## src/rtl/mips_multi_param_if.sv

```systemverilog
// Memory-side bus of mips_multi_param: an instruction fetch port and a data
// access port, each with a request/ready handshake that tolerates wait states.
//   imem_addr/imem_req      core -> instruction memory (word address, request)
//   imem_rdata/imem_ready   instruction memory -> core
//   dmem_addr/dmem_wdata/dmem_we/dmem_req   core -> data memory
//   dmem_rdata/dmem_ready   data memory -> core
interface mips_multi_param_if #(
  parameter int unsigned ADDR_W = 10
);
  logic [ADDR_W-1:0] imem_addr;
  logic              imem_req;
  logic [31:0]       imem_rdata;
  logic              imem_ready;
  logic [ADDR_W-1:0] dmem_addr;
  logic [31:0]       dmem_wdata;
  logic              dmem_we;
  logic              dmem_req;
  logic [31:0]       dmem_rdata;
  logic              dmem_ready;

  modport master (
    output imem_addr, imem_req, dmem_addr, dmem_wdata, dmem_we, dmem_req,
    input  imem_rdata, imem_ready, dmem_rdata, dmem_ready
  );

  modport slave (
    input  imem_addr, imem_req, dmem_addr, dmem_wdata, dmem_we, dmem_req,
    output imem_rdata, imem_ready, dmem_rdata, dmem_ready
  );
endinterface

```

## src/rtl/mips_multi_param.sv

```systemverilog
// Parametrised multicycle MIPS core (RST/FETCH/DECODE/EXEC/MEM/WB/HALT).
// Instruction and data memories are external, reached through bus (master).
// Ports:
//   clock, reset_n   core clock; asynchronous active-low reset
//   bus              instruction/data memory handshakes
//   dbg_sel/dbg_data combinational register-file read port (index 0 reads 0)
//   halted           high while in HALT
//   illegal          sticky undecoded opcode/funct flag, cleared only by reset
//   state            current FSM state encoding
module mips_multi_param #(
  parameter int unsigned ADDR_W   = 10,
  parameter int unsigned RESET_PC = 0
) (
  input  logic                clock,
  input  logic                reset_n,
  mips_multi_param_if.master  bus,
  input  logic [4:0]          dbg_sel,
  output logic [31:0]         dbg_data,
  output logic                halted,
  output logic                illegal,
  output logic [2:0]          state
);

  typedef enum logic [2:0] {
    StRst    = 3'd0,
    StFetch  = 3'd1,
    StDecode = 3'd2,
    StExec   = 3'd3,
    StMem    = 3'd4,
    StWb     = 3'd5,
    StHalt   = 3'd6
  } state_e;

  localparam logic [5:0] OpRtype = 6'b000000;
  localparam logic [5:0] OpJ     = 6'b000010;
  localparam logic [5:0] OpBeq   = 6'b000100;
  localparam logic [5:0] OpBne   = 6'b000101;
  localparam logic [5:0] OpAddi  = 6'b001000;
  localparam logic [5:0] OpAndi  = 6'b001100;
  localparam logic [5:0] OpOri   = 6'b001101;
  localparam logic [5:0] OpLw    = 6'b100011;
  localparam logic [5:0] OpSw    = 6'b101011;
  localparam logic [5:0] OpHalt  = 6'b111111;

  localparam logic [5:0] FnAdd = 6'b100000;
  localparam logic [5:0] FnSub = 6'b100010;
  localparam logic [5:0] FnAnd = 6'b100100;
  localparam logic [5:0] FnOr  = 6'b100101;
  localparam logic [5:0] FnSlt = 6'b101010;

  localparam logic [ADDR_W-1:0] ResetPc = ADDR_W'(RESET_PC);

  state_e            state_q, state_d;
  logic [ADDR_W-1:0] pc_q, pc_d;
  logic [31:0]       ir_q, ir_d;
  logic [31:0]       a_q, a_d;
  logic [31:0]       b_q, b_d;
  logic [31:0]       alu_q, alu_d;   // ALUOut; low bits double as the data address
  logic [31:0]       mdr_q, mdr_d;
  logic              illegal_q, illegal_d;
  logic [31:0]       regs_q [32];
  logic [31:0]       regs_d [32];

  logic [5:0]  opcode, funct;
  logic [4:0]  rs, rt, rd;
  logic [31:0] imm_ext;
  logic        rf_we;
  logic [4:0]  rf_waddr;
  logic [31:0] rf_wdata;

  assign opcode = ir_q[31:26];
  assign rs     = ir_q[25:21];
  assign rt     = ir_q[20:16];
  assign rd     = ir_q[15:11];
  assign funct  = ir_q[5:0];

  // Logical immediates are zero-extended, everything else sign-extended.
  assign imm_ext = (opcode == OpAndi || opcode == OpOri) ? {16'h0000, ir_q[15:0]}
                                                        : {{16{ir_q[15]}}, ir_q[15:0]};

  always_comb begin
    state_d   = state_q;
    pc_d      = pc_q;
    ir_d      = ir_q;
    a_d       = a_q;
    b_d       = b_q;
    alu_d     = alu_q;
    mdr_d     = mdr_q;
    illegal_d = illegal_q;
    rf_we     = 1'b0;
    rf_waddr  = rt;
    rf_wdata  = alu_q;

    unique case (state_q)
      StRst: state_d = StFetch;
      StFetch: begin
        if (bus.imem_ready) begin
          ir_d    = bus.imem_rdata;
          pc_d    = pc_q + ADDR_W'(1);
          state_d = StDecode;
        end
      end
      StDecode: begin
        a_d     = regs_q[rs];
        b_d     = regs_q[rt];
        state_d = (opcode == OpHalt) ? StHalt : StExec;
      end
      StExec: begin
        state_d = StFetch;
        case (opcode)
          OpRtype: begin
            state_d = StWb;
            case (funct)
              FnAdd:   alu_d = a_q + b_q;
              FnSub:   alu_d = a_q - b_q;
              FnAnd:   alu_d = a_q & b_q;
              FnOr:    alu_d = a_q | b_q;
              FnSlt:   alu_d = {31'd0, $signed(a_q) < $signed(b_q)};
              default: begin
                illegal_d = 1'b1;
                state_d   = StFetch;
              end
            endcase
          end
          OpAddi: begin
            alu_d   = a_q + imm_ext;
            state_d = StWb;
          end
          OpAndi: begin
            alu_d   = a_q & imm_ext;
            state_d = StWb;
          end
          OpOri: begin
            alu_d   = a_q | imm_ext;
            state_d = StWb;
          end
          OpLw, OpSw: begin
            alu_d   = a_q + imm_ext;
            state_d = StMem;
          end
          // PC has already been incremented in FETCH.
          OpBeq: if (a_q == b_q) pc_d = pc_q + imm_ext[ADDR_W-1:0];
          OpBne: if (a_q != b_q) pc_d = pc_q + imm_ext[ADDR_W-1:0];
          OpJ:   pc_d = ir_q[ADDR_W-1:0];
          default: illegal_d = 1'b1;
        endcase
      end
      StMem: begin
        if (bus.dmem_ready) begin
          if (opcode == OpLw) begin
            mdr_d   = bus.dmem_rdata;
            state_d = StWb;
          end else begin
            state_d = StFetch;
          end
        end
      end
      StWb: begin
        rf_we = 1'b1;
        if (opcode == OpRtype) begin
          rf_waddr = rd;
        end else if (opcode == OpLw) begin
          rf_wdata = mdr_q;
        end
        state_d = StFetch;
      end
      StHalt: state_d = StHalt;
      default: state_d = StRst;
    endcase
  end

  always_comb begin
    regs_d = regs_q;
    if (rf_we && rf_waddr != 5'd0) begin
      regs_d[rf_waddr] = rf_wdata;
    end
  end

  always_ff @(posedge clock or negedge reset_n) begin
    if (!reset_n) begin
      state_q   <= StRst;
      pc_q      <= ResetPc;
      ir_q      <= '0;
      a_q       <= '0;
      b_q       <= '0;
      alu_q     <= '0;
      mdr_q     <= '0;
      illegal_q <= 1'b0;
      for (int i = 0; i < 32; i++) begin
        regs_q[i] <= '0;
      end
    end else begin
      state_q   <= state_d;
      pc_q      <= pc_d;
      ir_q      <= ir_d;
      a_q       <= a_d;
      b_q       <= b_d;
      alu_q     <= alu_d;
      mdr_q     <= mdr_d;
      illegal_q <= illegal_d;
      regs_q    <= regs_d;
    end
  end

  // Strobes decode straight from state so reset kills them asynchronously.
  assign bus.imem_addr  = pc_q;
  assign bus.imem_req   = (state_q == StFetch);
  assign bus.dmem_req   = (state_q == StMem);
  assign bus.dmem_we    = (state_q == StMem) && (opcode == OpSw);
  assign bus.dmem_addr  = alu_q[ADDR_W-1:0];
  assign bus.dmem_wdata = b_q;

  assign dbg_data = (dbg_sel == 5'd0) ? 32'd0 : regs_q[dbg_sel];
  assign halted   = (state_q == StHalt);
  assign illegal  = illegal_q;
  assign state    = state_q;

endmodule

```

## src/flat_wrapper.sv

```systemverilog
// flat-port wrapper written by rule: the top's interface ports become plain ports
module mips_multi_param_flat 
#(
  parameter int unsigned ADDR_W   = 10,
  parameter int unsigned RESET_PC = 0
)
  (clock, reset_n, dbg_sel, dbg_data, halted, illegal, state, bus_imem_addr, bus_imem_req, bus_dmem_addr, bus_dmem_wdata, bus_dmem_we, bus_dmem_req, bus_imem_rdata, bus_imem_ready, bus_dmem_rdata, bus_dmem_ready);
  mips_multi_param_if #(.ADDR_W(ADDR_W)) bus_i ();
  input  logic clock;
  input  logic reset_n;
  input  logic [4:0] dbg_sel;
  output logic [31:0] dbg_data;
  output logic halted;
  output logic illegal;
  output logic [2:0] state;
  output wire logic [$bits(bus_i.imem_addr)-1:0] bus_imem_addr;
  output wire logic [$bits(bus_i.imem_req)-1:0] bus_imem_req;
  output wire logic [$bits(bus_i.dmem_addr)-1:0] bus_dmem_addr;
  output wire logic [$bits(bus_i.dmem_wdata)-1:0] bus_dmem_wdata;
  output wire logic [$bits(bus_i.dmem_we)-1:0] bus_dmem_we;
  output wire logic [$bits(bus_i.dmem_req)-1:0] bus_dmem_req;
  input wire logic [$bits(bus_i.imem_rdata)-1:0] bus_imem_rdata;
  input wire logic [$bits(bus_i.imem_ready)-1:0] bus_imem_ready;
  input wire logic [$bits(bus_i.dmem_rdata)-1:0] bus_dmem_rdata;
  input wire logic [$bits(bus_i.dmem_ready)-1:0] bus_dmem_ready;
  assign bus_imem_addr = bus_i.imem_addr;
  assign bus_imem_req = bus_i.imem_req;
  assign bus_dmem_addr = bus_i.dmem_addr;
  assign bus_dmem_wdata = bus_i.dmem_wdata;
  assign bus_dmem_we = bus_i.dmem_we;
  assign bus_dmem_req = bus_i.dmem_req;
  assign bus_i.imem_rdata = bus_imem_rdata;
  assign bus_i.imem_ready = bus_imem_ready;
  assign bus_i.dmem_rdata = bus_dmem_rdata;
  assign bus_i.dmem_ready = bus_dmem_ready;
  mips_multi_param #(.ADDR_W(ADDR_W), .RESET_PC(RESET_PC)) u_core (.clock(clock), .reset_n(reset_n), .bus(bus_i), .dbg_sel(dbg_sel), .dbg_data(dbg_data), .halted(halted), .illegal(illegal), .state(state));
endmodule
```

## config.mk

```make
export PLATFORM = sky130hd
export DESIGN_NAME = mips_multi_param_flat
export DESIGN_NICKNAME = d
export VERILOG_FILES = /design/src/rtl/mips_multi_param_if.sv /design/src/rtl/mips_multi_param.sv /design/src/flat_wrapper.sv
export SDC_FILE = /design/constraint.sdc
export NUM_CORES = 2
export LEC_CHECK = 0
export ABC_AREA = 1
export CAP_MARGIN = 20
export CORE_MARGIN = 4
export CORE_UTILIZATION = 40
export DETAILED_ROUTE_END_ITERATION = 7
export PLACE_DENSITY_LB_ADDON = 0.05
export SYNTH_ARGS = -nofsm -noshare
export SYNTH_HDL_FRONTEND = slang
export SYNTH_SLANG_ARGS = --single-unit
```

## constraint.sdc

```tcl
create_clock -name clock -period 6.78 [get_ports clock]
set_clock_uncertainty 0.1 [all_clocks]
set_input_delay 1.017 -clock clock [delete_from_list [all_inputs] [get_ports clock]]
set_output_delay 1.017 -clock clock [all_outputs]
set_load 0.01 [all_outputs]
```

==> metrics <==
CTS tree built; share of layout cells above drive strength 1 5.52%; Max clock buf depth 3; Worst setup EP type output pin; Die ar. 0.205 mm²; port bufs 164; Worst Hold Class in2async; Sink Count 1198; core outline area 0.196 mm²; Pins Over Slew Limit 0; synthesized area per cell 6.84 µm²; Hold WS -49.9 ps; PnR worst setup slack 1290 ps; gpl congestion 0.982; DR vias 87700; Synth area leaders dfrtp_1, o21ai_0, nor2_1, nand2_1, a21oi_1; RSZ-0062 raised after global routing false; CP Class in2out; post-DR wirelength/cell 28.8 µm; first-pass GRT wire length 574000 µm; Tot GR Track Use 37.7%; fmax 182 MHz; CP startpoint kind input pin; MaxCap Viol Count 0; Iter 0 DRT Violations 13000; CP Max Fanout 82; Hold-fix buffers, CTS 0; drt total wl 399000 µm; PD cells 441 mW/mm²; setup TNS 0 ps; Synth Register Bits 1198; DP HPWL 245000 µm; max_slew headroom 20.6%; worst slew pin tran 1170 ps; Max VDD drop 326 µV; final instance area 0.0877 mm²; Mapped Cells 11600; DRC Markers 2; Synth top area share 38.0%; clk_lat worst skew 830 ps; overall power 38.7 mW; Synth cell types 51; status finished, violations left; post_cts resized 0; crit share post-route 80.9%; CTS buffer count 155; Seq/Total Area, Yosys 38.0%; Die Y 452 µm; number of flops mapped to enable cells by yosys 0; DR pass1 iterations 8; vias per std cell 6.34; Post-Syn Area 0.0790 mm²; starting density of the core 40.4%; vias in the first global route 80400; final net count 11300; total gr overflow 0; Worst-path clk slew 60 ps; placed cell area 0.0825 mm²; root buf cell clkbuf_16; Leakage 37.3 nW; Synth area leader dfrtp_1; failing checks DRC, hold timing; final setup fails 0; initial antenna violation count 25; H-Tree Depth 4; Hold Fails Final Rpt 7; setup bufs post-CTS 0; Required @ worst endpoint 5660 ps; Mapped Nets 11800; asr flop ratio synth 100%; Setup WS pre-CTS 1330 ps; ANT nets after route 0; IO Count 165; Tmin final 5490 ps; Yosys warnings 0; layout-stage area growth over the synthesis result 11.1%; pin count of the biggest net entering global routing 177; Rows 162; Most used DFF post-synth dfrtp_1; arrival time of the worst setup path 4370 ps; Die X 452 µm
[registers in the layout (all words and copies together) (netlist names)]
signal and count:
u_core.mdr_q 32, u_core.bus.imem_addr 10, u_core.ir_q 32, u_core.illegal 1, u_core.a_q 32, u_core.alu_q 32, u_core.state 3, u_core.regs_q 1024
u_core.bus.dmem_wdata 32
[cell families after synthesis]
group | Yosys count | synth area share (%)
mux | 14 | 0.200
xor+xnor | 23 | 0.255
fa+ha+maj | 159 | 2.56
simple gates | 3973 | 19.8
flops | 1198 | 38.0
compound gates | 4573 | 31.4
buf+inv | 1611 | 7.83
[synth_stat cells (all sizes together), types with 8 or more instances]
master,number
or2,16
o21ai,3073
nor2,1931
o311ai,25
mux2,14
a31oi,41
nand4,28
nand3,317
o21a,23
clkbuf,937
buf,102
o211ai,24
nor4,9
o31ai,8
dfrtp,1198
inv,567
nand2,1629
o21bai,26
o2111ai,9
o221ai,277
a211oi,10
xor2,20
nor3,32
a21oi,738
ha,155
o22ai,311
[worst max-delay path, stage by stage]
cell and delay, ps:
buf_8 210, inv_8 470, buf_4 480, buf_4 400
o21ai_0 130, o221ai_1 160, a31oi_1 120, a21oi_1 630
clkdlybuf4s50_1 670
[cell usage in the layout (no fill, tap or decap), types with 20 or more instances in the layout]
| master | synthesis | routed |
|---|---|---|
| clkdlybuf4s50_1 | 0 | 158 |
| nand4_1 | 28 | 28 |
| o22ai_1 | 311 | 311 |
| dfrtp_1 | 1198 | 1188 |
| o21a_1 | 23 | 20 |
| o211ai_1 | 24 | 24 |
| clkbuf_16 | 0 | 159 |
| clkinv_2 | 0 | 29 |
| ha_1 | 155 | 155 |
| o221ai_1 | 277 | 277 |
| o21bai_1 | 26 | 26 |
| a31oi_1 | 41 | 39 |
| buf_12 | 0 | 35 |
| buf_4 | 20 | 196 |
| clkbuf_1 | 935 | 36 |
| inv_1 | 559 | 549 |
| clkbuf_8 | 0 | 24 |
| o21ai_0 | 3042 | 3042 |
| a21oi_1 | 737 | 737 |
| nor3_1 | 32 | 32 |
| nand2_1 | 1617 | 1604 |
| nand3_1 | 311 | 309 |
| nor2_1 | 1919 | 1916 |
| xor2_1 | 20 | 20 |
[worst paths after layout]
kind / from / end / slack, ps / cells past startpoint
setup / recovery: dbg_sel[0] / dbg_data[25] / 1290 / 9
hold / removal: reset_n / u_core.bus.imem_addr[9] / -50 / 1
setup reg to reg: u_core.ir_q[16] / u_core.bus.dmem_wdata[0] / 2080 / 9
hold reg to reg: u_core.regs_q[1003] / u_core.regs_q[1003] / 330 / 0
max in group asynchronous: reset_n / u_core.regs_q[360] / 4910 / 3
min in group clock: u_core.regs_q[1003] / u_core.regs_q[1003] / 330 / 0
[power breakdown]
group,total [mW],switching [mW],internal (mW)
combinational,21.0,15.2,5.80
sequential,9.07,1.23,7.84
clock,8.58,3.51,5.07
total,38.7,20.0,18.7
[area by class of cell]
type | instances | area (µm²)
timing repair buffer | 398 | 3900
sequential | 1198 | 30000
fill | 20000 | 108000
antenna | 11 | 27.5
multi-input combinational | 8742 | 43100
inverter | 572 | 2200
tap | 2624 | 3280
clock inverter | 61 | 738
clock buffer | 219 | 4440
[through the flow]
stage / utilization, % / instances
finish: 44.8 / 13800
global route: 44.8 / 13800
CTS: 44.8 / 13800
detailed placement: 42.2 / 13500
floorplan: - / 11600
global placement: 42.1 / 13500
[layer usage]
layer	share of wire [%]	up-vias	global-route usage [%]
li1	-	38500	-
met1	40	42100	50.2
met2	43	5806	56.4
met3	11	1196	8.88
met4	6.5	10	21.1
met5	0.017	-	0
Power figures use the tool's default switching activity.
